**config.mk**
```make
export PLATFORM = sky130hd
export DESIGN_NAME = mem_access_stage
export DESIGN_NICKNAME = d
export VERILOG_FILES = /design/src/rtl/mem_pkg.sv /design/src/rtl/mem_timeout_counter.sv /design/src/rtl/mem_access_stage.sv
export SDC_FILE = /design/constraint.sdc
export NUM_CORES = 1
export LEC_CHECK = 0
export CELL_PAD_IN_SITES_DETAIL_PLACEMENT = 2
export CELL_PAD_IN_SITES_GLOBAL_PLACEMENT = 2
export CORE_ASPECT_RATIO = 1.1
export CORE_MARGIN = 5
export CORE_UTILIZATION = 25
export CTS_CLUSTER_DIAMETER = 40
export CTS_CLUSTER_SIZE = 40
export DETAILED_ROUTE_END_ITERATION = 6
export GPL_ROUTABILITY_DRIVEN = 0
export GPL_TIMING_DRIVEN = 0
export PLACE_DENSITY = 0.8
export REMOVE_ABC_BUFFERS = 1
export SYNTH_ARGS = -nofsm -noshare
export SYNTH_HDL_FRONTEND = slang
export SYNTH_HIERARCHICAL = 1
export SYNTH_SLANG_ARGS = --single-unit
```
**constraint.sdc**
```tcl
create_clock -name clk -period 2.6 [get_ports clk]
set_input_delay 0.78 -clock clk [delete_from_list [all_inputs] [get_ports clk]]
set_output_delay 0.78 -clock clk [all_outputs]
set_load 0.005 [all_outputs]
```
**src/rtl/mem_pkg.sv**
```systemverilog
// Shared types and constants for the MEM-stage controller.
package mem_pkg;

    typedef enum logic {
        IDLE = 1'b0,
        WAIT = 1'b1
    } mem_state_e;

    // Bit positions inside the 2-bit control_wb bundle
    localparam int WB_REGWRITE = 0;
    localparam int WB_MEMTOREG = 1;

    localparam logic [1:0] WB_NONE = 2'b00;

endpackage

```
**src/rtl/mem_timeout_counter.sv**
```systemverilog
// WAIT-cycle counter: counts while enabled, raises hit on the last allowed cycle.
// A zero limit disables the hit flag entirely.
module mem_timeout_counter #(
    parameter int CNT_W = 5
) (
    input  logic             clk,
    input  logic             rst_n,
    input  logic             clear_i,
    input  logic             en_i,
    input  logic [CNT_W-1:0] limit_i,
    output logic             hit_o
);

    logic [CNT_W-1:0] cnt_q;
    logic [CNT_W-1:0] cnt_d;

    assign hit_o = (limit_i != '0) && (cnt_q == limit_i - CNT_W'(1));

    always_comb begin
        cnt_d = cnt_q;
        if (clear_i) begin
            cnt_d = '0;
        end else if (en_i && !hit_o) begin
            cnt_d = cnt_q + CNT_W'(1);
        end
    end

    always_ff @(posedge clk) begin
        if (!rst_n) begin
            cnt_q <= '0;
        end else begin
            cnt_q <= cnt_d;
        end
    end

endmodule

```
**src/rtl/mem_access_stage.sv**
```systemverilog
// MEM stage: one data-memory access per instruction over req/ready, stalls while busy,
// hands results to MEM/WB with a 1-cycle wb_valid. Optional macro: MEM_ALIGN_CHECK_EN.
module mem_access_stage
    import mem_pkg::*;
#(
    parameter int ADDR_W         = 32,
    parameter int DATA_W         = 32,
    parameter int TIMEOUT_CYCLES = 16
) (
    input  logic              clk,
    input  logic              rst_n,
    input  logic              ex_valid,
    input  logic [1:0]        control_wb_in,
    input  logic              memread_in,
    input  logic              memwrite_in,
    input  logic [ADDR_W-1:0] alu_result_in,
    input  logic [DATA_W-1:0] write_data_in,
    input  logic [4:0]        write_reg_in,
    output logic              stall,
    output logic              dmem_req,
    output logic              dmem_we,
    output logic [ADDR_W-1:0] dmem_addr,
    output logic [DATA_W-1:0] dmem_wdata,
    input  logic              dmem_ready,
    input  logic [DATA_W-1:0] dmem_rdata,
    output logic              wb_valid,
    output logic [1:0]        control_wb_out,
    output logic [DATA_W-1:0] read_data_out,
    output logic [ADDR_W-1:0] alu_result_out,
    output logic [4:0]        write_reg_out,
    output logic              mem_err
);

    localparam int CNT_W = (TIMEOUT_CYCLES < 1) ? 1 : $clog2(TIMEOUT_CYCLES + 1);

    mem_state_e        state_q, state_d;
    logic              req_q, req_d;
    logic              we_q, we_d;
    logic [ADDR_W-1:0] addr_q, addr_d;
    logic [DATA_W-1:0] wdata_q, wdata_d;
    logic              wb_vld_q, wb_vld_d;
    logic [1:0]        ctrl_q, ctrl_d;
    logic [DATA_W-1:0] rdata_q, rdata_d;
    logic [ADDR_W-1:0] alu_q, alu_d;
    logic [4:0]        wreg_q, wreg_d;
    logic              err_q, err_d;
    logic [1:0]        pend_ctrl_q, pend_ctrl_d;
    logic [4:0]        pend_reg_q, pend_reg_d;
    logic              pend_load_q, pend_load_d;

    logic mem_op;
    logic misalign;
    logic issue;
    logic to_hit;

    assign mem_op = memread_in | memwrite_in;

`ifdef MEM_ALIGN_CHECK_EN
    assign misalign = (alu_result_in[1:0] != 2'b00);
`else
    assign misalign = 1'b0;
`endif

    assign issue = (state_q == IDLE) && ex_valid && mem_op && !misalign;
    assign stall = issue || ((state_q == WAIT) && !dmem_ready && !to_hit);

    mem_timeout_counter #(
        .CNT_W (CNT_W)
    ) u_timeout (
        .clk     (clk),
        .rst_n   (rst_n),
        .clear_i (state_q == IDLE),
        .en_i    (state_q == WAIT),
        .limit_i (CNT_W'(TIMEOUT_CYCLES)),
        .hit_o   (to_hit)
    );

    always_comb begin
        state_d     = state_q;
        req_d       = req_q;
        we_d        = we_q;
        addr_d      = addr_q;
        wdata_d     = wdata_q;
        wb_vld_d    = 1'b0;
        ctrl_d      = WB_NONE;
        rdata_d     = rdata_q;
        alu_d       = alu_q;
        wreg_d      = wreg_q;
        err_d       = 1'b0;
        pend_ctrl_d = pend_ctrl_q;
        pend_reg_d  = pend_reg_q;
        pend_load_d = pend_load_q;

        case (state_q)
            IDLE: begin
                if (ex_valid) begin
                    if (!mem_op) begin
                        wb_vld_d = 1'b1;
                        ctrl_d   = control_wb_in;
                        alu_d    = alu_result_in;
                        wreg_d   = write_reg_in;
                    end else if (misalign) begin
                        // Rejected access still retires, but with no register write
                        wb_vld_d = 1'b1;
                        err_d    = 1'b1;
                        alu_d    = alu_result_in;
                        wreg_d   = write_reg_in;
                    end else begin
                        state_d     = WAIT;
                        req_d       = 1'b1;
                        we_d        = memwrite_in;
                        addr_d      = alu_result_in;
                        wdata_d     = write_data_in;
                        pend_ctrl_d = control_wb_in;
                        pend_reg_d  = write_reg_in;
                        pend_load_d = memread_in;
                    end
                end
            end
            WAIT: begin
                // Ready has priority over a timeout landing in the same cycle
                if (dmem_ready) begin
                    state_d  = IDLE;
                    req_d    = 1'b0;
                    wb_vld_d = 1'b1;
                    ctrl_d   = pend_ctrl_q;
                    alu_d    = addr_q;
                    wreg_d   = pend_reg_q;
                    if (pend_load_q) begin
                        rdata_d = dmem_rdata;
                    end
                end else if (to_hit) begin
                    state_d  = IDLE;
                    req_d    = 1'b0;
                    wb_vld_d = 1'b1;
                    err_d    = 1'b1;
                    alu_d    = addr_q;
                    wreg_d   = pend_reg_q;
                end
            end
            default: begin
                state_d = IDLE;
                req_d   = 1'b0;
            end
        endcase
    end

    always_ff @(posedge clk) begin
        if (!rst_n) begin
            state_q     <= IDLE;
            req_q       <= 1'b0;
            we_q        <= 1'b0;
            addr_q      <= '0;
            wdata_q     <= '0;
            wb_vld_q    <= 1'b0;
            ctrl_q      <= WB_NONE;
            rdata_q     <= '0;
            alu_q       <= '0;
            wreg_q      <= '0;
            err_q       <= 1'b0;
            pend_ctrl_q <= WB_NONE;
            pend_reg_q  <= '0;
            pend_load_q <= 1'b0;
        end else begin
            state_q     <= state_d;
            req_q       <= req_d;
            we_q        <= we_d;
            addr_q      <= addr_d;
            wdata_q     <= wdata_d;
            wb_vld_q    <= wb_vld_d;
            ctrl_q      <= ctrl_d;
            rdata_q     <= rdata_d;
            alu_q       <= alu_d;
            wreg_q      <= wreg_d;
            err_q       <= err_d;
            pend_ctrl_q <= pend_ctrl_d;
            pend_reg_q  <= pend_reg_d;
            pend_load_q <= pend_load_d;
        end
    end

    assign dmem_req       = req_q;
    assign dmem_we        = we_q;
    assign dmem_addr      = addr_q;
    assign dmem_wdata     = wdata_q;
    assign wb_valid       = wb_vld_q;
    assign control_wb_out = ctrl_q;
    assign read_data_out  = rdata_q;
    assign alu_result_out = alu_q;
    assign write_reg_out  = wreg_q;
    assign mem_err        = err_q;

endmodule

```
# ---- Yosys cells after proc, flatten, opt, wreduce, memory -nomap -nowiden
# Cells that the tools add are included.
dict set report word_totals {
  reg_bits 153
  out_inout_bits 140
  word_cells 67
}
dict set report op_classes {
  n_addsub 1
  eq_ne 5
  mux 31
  bitwise_logic 2
  reduce_logical 13
}
# op n
set op_table {}
lappend op_table {{32-bit two-way mux} 4}
lappend op_table {{32-bit case mux with 2 select lines} 1}
lappend op_table {{5-bit two-way mux} 4}
lappend op_table {{1-bit two-way mux} 13}
lappend op_table {{3-bit AND reduction} 4}
lappend op_table {{5-bit case mux with 2 select lines} 1}
lappend op_table {{1-bit case mux with 2 select lines} 4}
lappend op_table {{2-bit two-way mux} 3}
lappend op_table {{2-bit inequality test, second input constant} 3}
lappend op_table {{5-bit by 1-bit adder with 5-bit output, second input constant} 1}
lappend op_table {{5-bit by 4-bit == test with 1-bit output, second input constant} 1}
lappend op_table {{1-bit logical AND} 5}
lappend op_table {{2-bit case mux with 2 select lines} 1}
lappend op_table {{3-bit by 2-bit inequality test with 1-bit output, second input constant} 1}
lappend op_table {{1-bit logical NOT} 2}
lappend op_table {{2-bit AND reduction} 1}
lappend op_table {{1-bit logical OR} 1}
lappend op_table {{1-bit inverter} 1}
lappend op_table {{1-bit OR} 1}

# ---- Longest topological paths before layout
# Gate-level depths: netlist of run 1.
dict set report depth {
  depth_word 4
  depth_mapped 11
}

# ---- Modules after synthesis
# The synthesis of run 1 kept the hierarchy.
# module n_inst cells_per_inst area_each_um2
set modules_own_cells {}
lappend modules_own_cells {mem_access_stage 1 670 6135.9}
lappend modules_own_cells {mem_timeout_counter 1 51 420.4}

# ---- Worst setup path before layout of run 1
# OpenSTA, ideal clock, no wires.
dict set report synth_path {
  path_type {input -> output}
  start {input port memwrite_in}
  end {output port stall}
  t_arrival_ns 1.279
  setup_slack_ns 0.541
  stages 2
  path_cell_list {nor2_1 o22ai_1}
}
dict set report synth_between {
  elab_chain_len 3
}
# element line_no
set synth_lines {}
lappend synth_lines {{start: declaration} mem_access_stage.sv:15} ;# input logic memwrite_in,
lappend synth_lines {{1-bit OR} mem_access_stage.sv:56} ;# assign mem_op = memread_in | memwrite_in;
lappend synth_lines {{1-bit logical AND} mem_access_stage.sv:64} ;# assign issue = (state_q == IDLE) && ex_valid && mem_op && !misalign;
lappend synth_lines {{1-bit logical OR} mem_access_stage.sv:65} ;# assign stall = issue || ((state_q == WAIT) && !dmem_ready && !to_hit);
lappend synth_lines {{end: declaration} mem_access_stage.sv:19} ;# output logic stall,
# No other way between the ends.

# ---- Worst setup path after layout of run 1
dict set report layout_path {
  start {register u_timeout.cnt_q[4]}
  end {output port stall}
}
dict set report layout_between {
  elab_chain_len 4
}
# element line_no
set layout_lines {}
lappend layout_lines {{start: declaration} mem_timeout_counter.sv:14} ;# logic [CNT_W-1:0] cnt_q;
lappend layout_lines {{start signal: assignment} mem_timeout_counter.sv:32} ;# cnt_q <= cnt_d;
lappend layout_lines {{5-bit by 4-bit == test with 1-bit output} mem_timeout_counter.sv:17} ;# assign hit_o = (limit_i != '0) && (cnt_q == limit_i - CNT_W'(1));
lappend layout_lines {{net to_hit} mem_access_stage.sv:54} ;# logic to_hit;
lappend layout_lines {{1-bit logical NOT} mem_access_stage.sv:65}
lappend layout_lines {{1-bit logical AND} mem_access_stage.sv:65}
lappend layout_lines {{1-bit logical OR} mem_access_stage.sv:65}
# The timed path passes the listed nets, and every way through them passes these cells.

==> results.sh, run 1 <==
export IMPL_required_ps=1820
export IMPL_status="finished, final reports clean"
export IMPL_crit_start="u_timeout/cnt_q[4]"
export IMPL_avgSynthCellArea_um2=9.093
export IMPL_p_total_uw=6161
export IMPL_fin_skew_ps=13.57
export IMPL_start_util_pct=25.23
export IMPL_antenna_found_initial=3
export IMPL_endpoint_kind="output pin"
export IMPL_critical_path_class="flip-flop to output pin"
export IMPL_worstPathMaxFanout=3
export IMPL_drtIter0Drc=180
export IMPL_drc=0
export IMPL_wl_um=27580
export IMPL_layout_drive_gt1_share_pct=8.083
export IMPL_wl_per_cell_um=20.94
export IMPL_vias=6353
export IMPL_finalSetupViolCount=0
export IMPL_postRouteAntennaNets=0
export IMPL_cts_sinks=153
export IMPL_io_pins=249
export IMPL_vdd_drop_max_mv=0.3599
export IMPL_r2r_end="alu_result_out[26]"
export IMPL_routed_via_density=4.824
export IMPL_area_delta_synth_final_pct=55.02
export IMPL_synth_main_ff_cell="dfxtp_1"
export IMPL_rows=62
export IMPL_insertedDiodeCount=0
export IMPL_yosys_top_cells_area="dfxtp_1 (47%), a21boi_1 (12%), o21ai_0 (8.4%), mux2i_1 (6.4%), o211a_1 (5.6%)"
export IMPL_grt_use_met1_pct=21.02
export IMPL_period_minus_slack_ps=2542
export IMPL_use_met3_pct=7.215
export IMPL_cts_buffer_depth=2
export IMPL_yosysMostFrequentCell="dfxtp_1"
export IMPL_rrSetupSlack_ps=140
export IMPL_grt_pass1_wl_um=42640
export IMPL_synth_warnings=6
export IMPL_hp_class="flip-flop to flip-flop"
export IMPL_cts_tree="yes"
export IMPL_tightestPinTransition_ps=1315
export IMPL_place_ws_ps=-1058
export IMPL_rsz0062_at_grt="true"
export IMPL_reg2regPathDepth=8
export IMPL_synth_common_cells="dfxtp_1 (153), o21ai_0 (110), a21boi_1 (105), nand2_1 (76), nand3_1 (73)"
export IMPL_gr_usage_all_layers_pct=18.28
export IMPL_drtPass1Iterations=4
export IMPL_netlist_area_um2=6556
export IMPL_grt_max_degree=89
export IMPL_arrival_ps=1760
export IMPL_htreeDepth=4
export IMPL_port_buffers=248
export IMPL_die_h_um=179.8
export IMPL_p_leak_uw=0.003893
export IMPL_dp_hpwl_um=16990
export IMPL_hold_buffers=0
export IMPL_worst_slack_ps=57.54
export IMPL_clock_latency_ps=420
export IMPL_grt_overflow_total=0
export IMPL_synthCells=721
export IMPL_cts_root_buf="clkbuf_16"
export IMPL_hold_viol_final=0
export IMPL_die_area_um2=29570
export IMPL_powerDensity_nw_per_um2=606.2
export IMPL_clkTransAtPathRegs_ps=70
export IMPL_clock_fmax_mhz=393.3
export IMPL_synth_area_leader_cell="dfxtp_1"
export IMPL_nFillCells=2848
export IMPL_synth_top_area_share_pct=46.72
export IMPL_relSlewSlack_pct=12.10
export IMPL_finalCritPeriodShare_pct=97.79
export IMPL_endpoint="stall"
export IMPL_ys_async_sr_fraction_pct=0
export IMPL_die_x_um=164.4
export IMPL_synth_cell_types=38
export IMPL_slew_viol_final=0
export IMPL_ys_ff_latch=153
export IMPL_top_usage_layer="met2"
export IMPL_numCtsBuffers=17
export IMPL_synth_edf_count=0
export IMPL_grt_util_met2_pct=32.09
export IMPL_start_kind="flip-flop"
export IMPL_core_area_um2=25990
export IMPL_grt_pass1_vias=7183
export IMPL_synth_seq_area_share_pct=46.72
export IMPL_nets=1063
export IMPL_drv_cap=0
export IMPL_r2r_start="u_timeout/cnt_q[4]"
## sequential cells by signal, summed over array words and instances, names as in the netlist
signal           cells
pend_ctrl_q          2
dmem_addr           32
dmem_req             1
u_timeout/cnt_q      5
write_reg_out        5
dmem_wdata          32
alu_result_out      32
state_q              1
wb_valid             1
mem_err              1
dmem_we              1
control_wb_out       2
pend_reg_q           5
read_data_out       32
pend_load_q          1
## stage by stage
| step | hold WS [ps] | std cells | area, um^2 | utilization [%] | TNS, ps |
|---|---|---|---|---|---|
| 3_3_place_gp | 439.7 | 1261 | 9199 | 35.40 | -597360 |
| 3_5_place_dp | 448.4 | 1269 | 9399 | 36.17 | -43940 |
| 2_1_floorplan | 442.7 | 661 | 6276 | - | -140170 |
| 6_report | 453.8 | 1317 | 10160 | 39.11 | 0 |
| 5_1_grt | 481.1 | 1317 | 10160 | 39.11 | -36.34 |
| 4_1_cts | 459.0 | 1311 | 10100 | 38.87 | -8.992 |
## area by class of cell
cell class                 instances  area, um^2  share of cell area (%)
multi-input combinational        506        3291                   32.38
clock buffer                      19       432.9                   4.260
clock inverter                    13       168.9                   1.662
inverter                           6       22.52                  0.2216
sequential                       153        3073                   30.24
tap                              352       440.4                   4.333
timing repair buffer             268        2735                   26.91
## cells in the final DEF, fill, tap and decap left out, types with 4 or more instances in the layout
master	instances
clkdlybuf4s50_1	242
dfxtp_1	149
o21ai_0	109
a21boi_1	105
nand2_1	76
nand3_1	73
mux2i_1	42
o211a_1	37
clkbuf_16	17
conb_1	14
buf_4	12
inv_1	5
nand2b_1	5
clkinvlp_4	4
inv_6	4
## power breakdown
part | internal [uW] | switching (uW)
combinational | 548 | 462
clock | 1530 | 1090
sequential | 2470 | 70.5
## layer usage
metal | wire (um) | vias to the layer above
li1 | - | 2994
met1 | 11520 | 3160
met2 | 13410 | 167
met3 | 2208 | 26
met4 | 406 | 6
met5 | 28 | -
## logic make-up after synthesis
family	after synthesis	share of synthesized area [%]
compound gates	262	27.23
xor+xnor	4	0.5344
fa+ha+maj	2	0.3816
buf+inv	78	5.305
flops	153	46.72
mux	42	6.412
other cells	2	0.1145
simple gates	178	13.30
## worst min-delay path by stage
stage,depth (start not counted),start,endpoint,slack [ps]
floorplan,2,u_timeout/cnt_q[4],u_timeout/cnt_q[4],440
global placement,2,read_data_out[7],read_data_out[7],440
detailed placement,2,read_data_out[29],read_data_out[29],450
CTS,2,read_data_out[29],read_data_out[29],460
global route,2,read_data_out[3],read_data_out[3],480
finish,2,read_data_out[29],read_data_out[29],450
## worst max-delay path: stages, from the launching register on
cell and delay [ps]:
dfxtp_2 320, nand2b_4 140, o2111a_2 180, nor4_4 300, and2_4 210, o22ai_4 60, buf_2 140
## timing repair
action	CTS	global route
buffers inserted	7	5
gates cloned	3	1
endpoints found under the setup margin	40	39
pin swaps	6	5
resized for setup	19	4
No activity file was read; power rests on OpenSTA's default activity.
==> inputs of run 2 (changes only) <==
CTS_CLUSTER_DIAMETER = 50   (was 40)
==> results of run 2 <==
Final layout, timing and power as in run 1 (identical DEF).
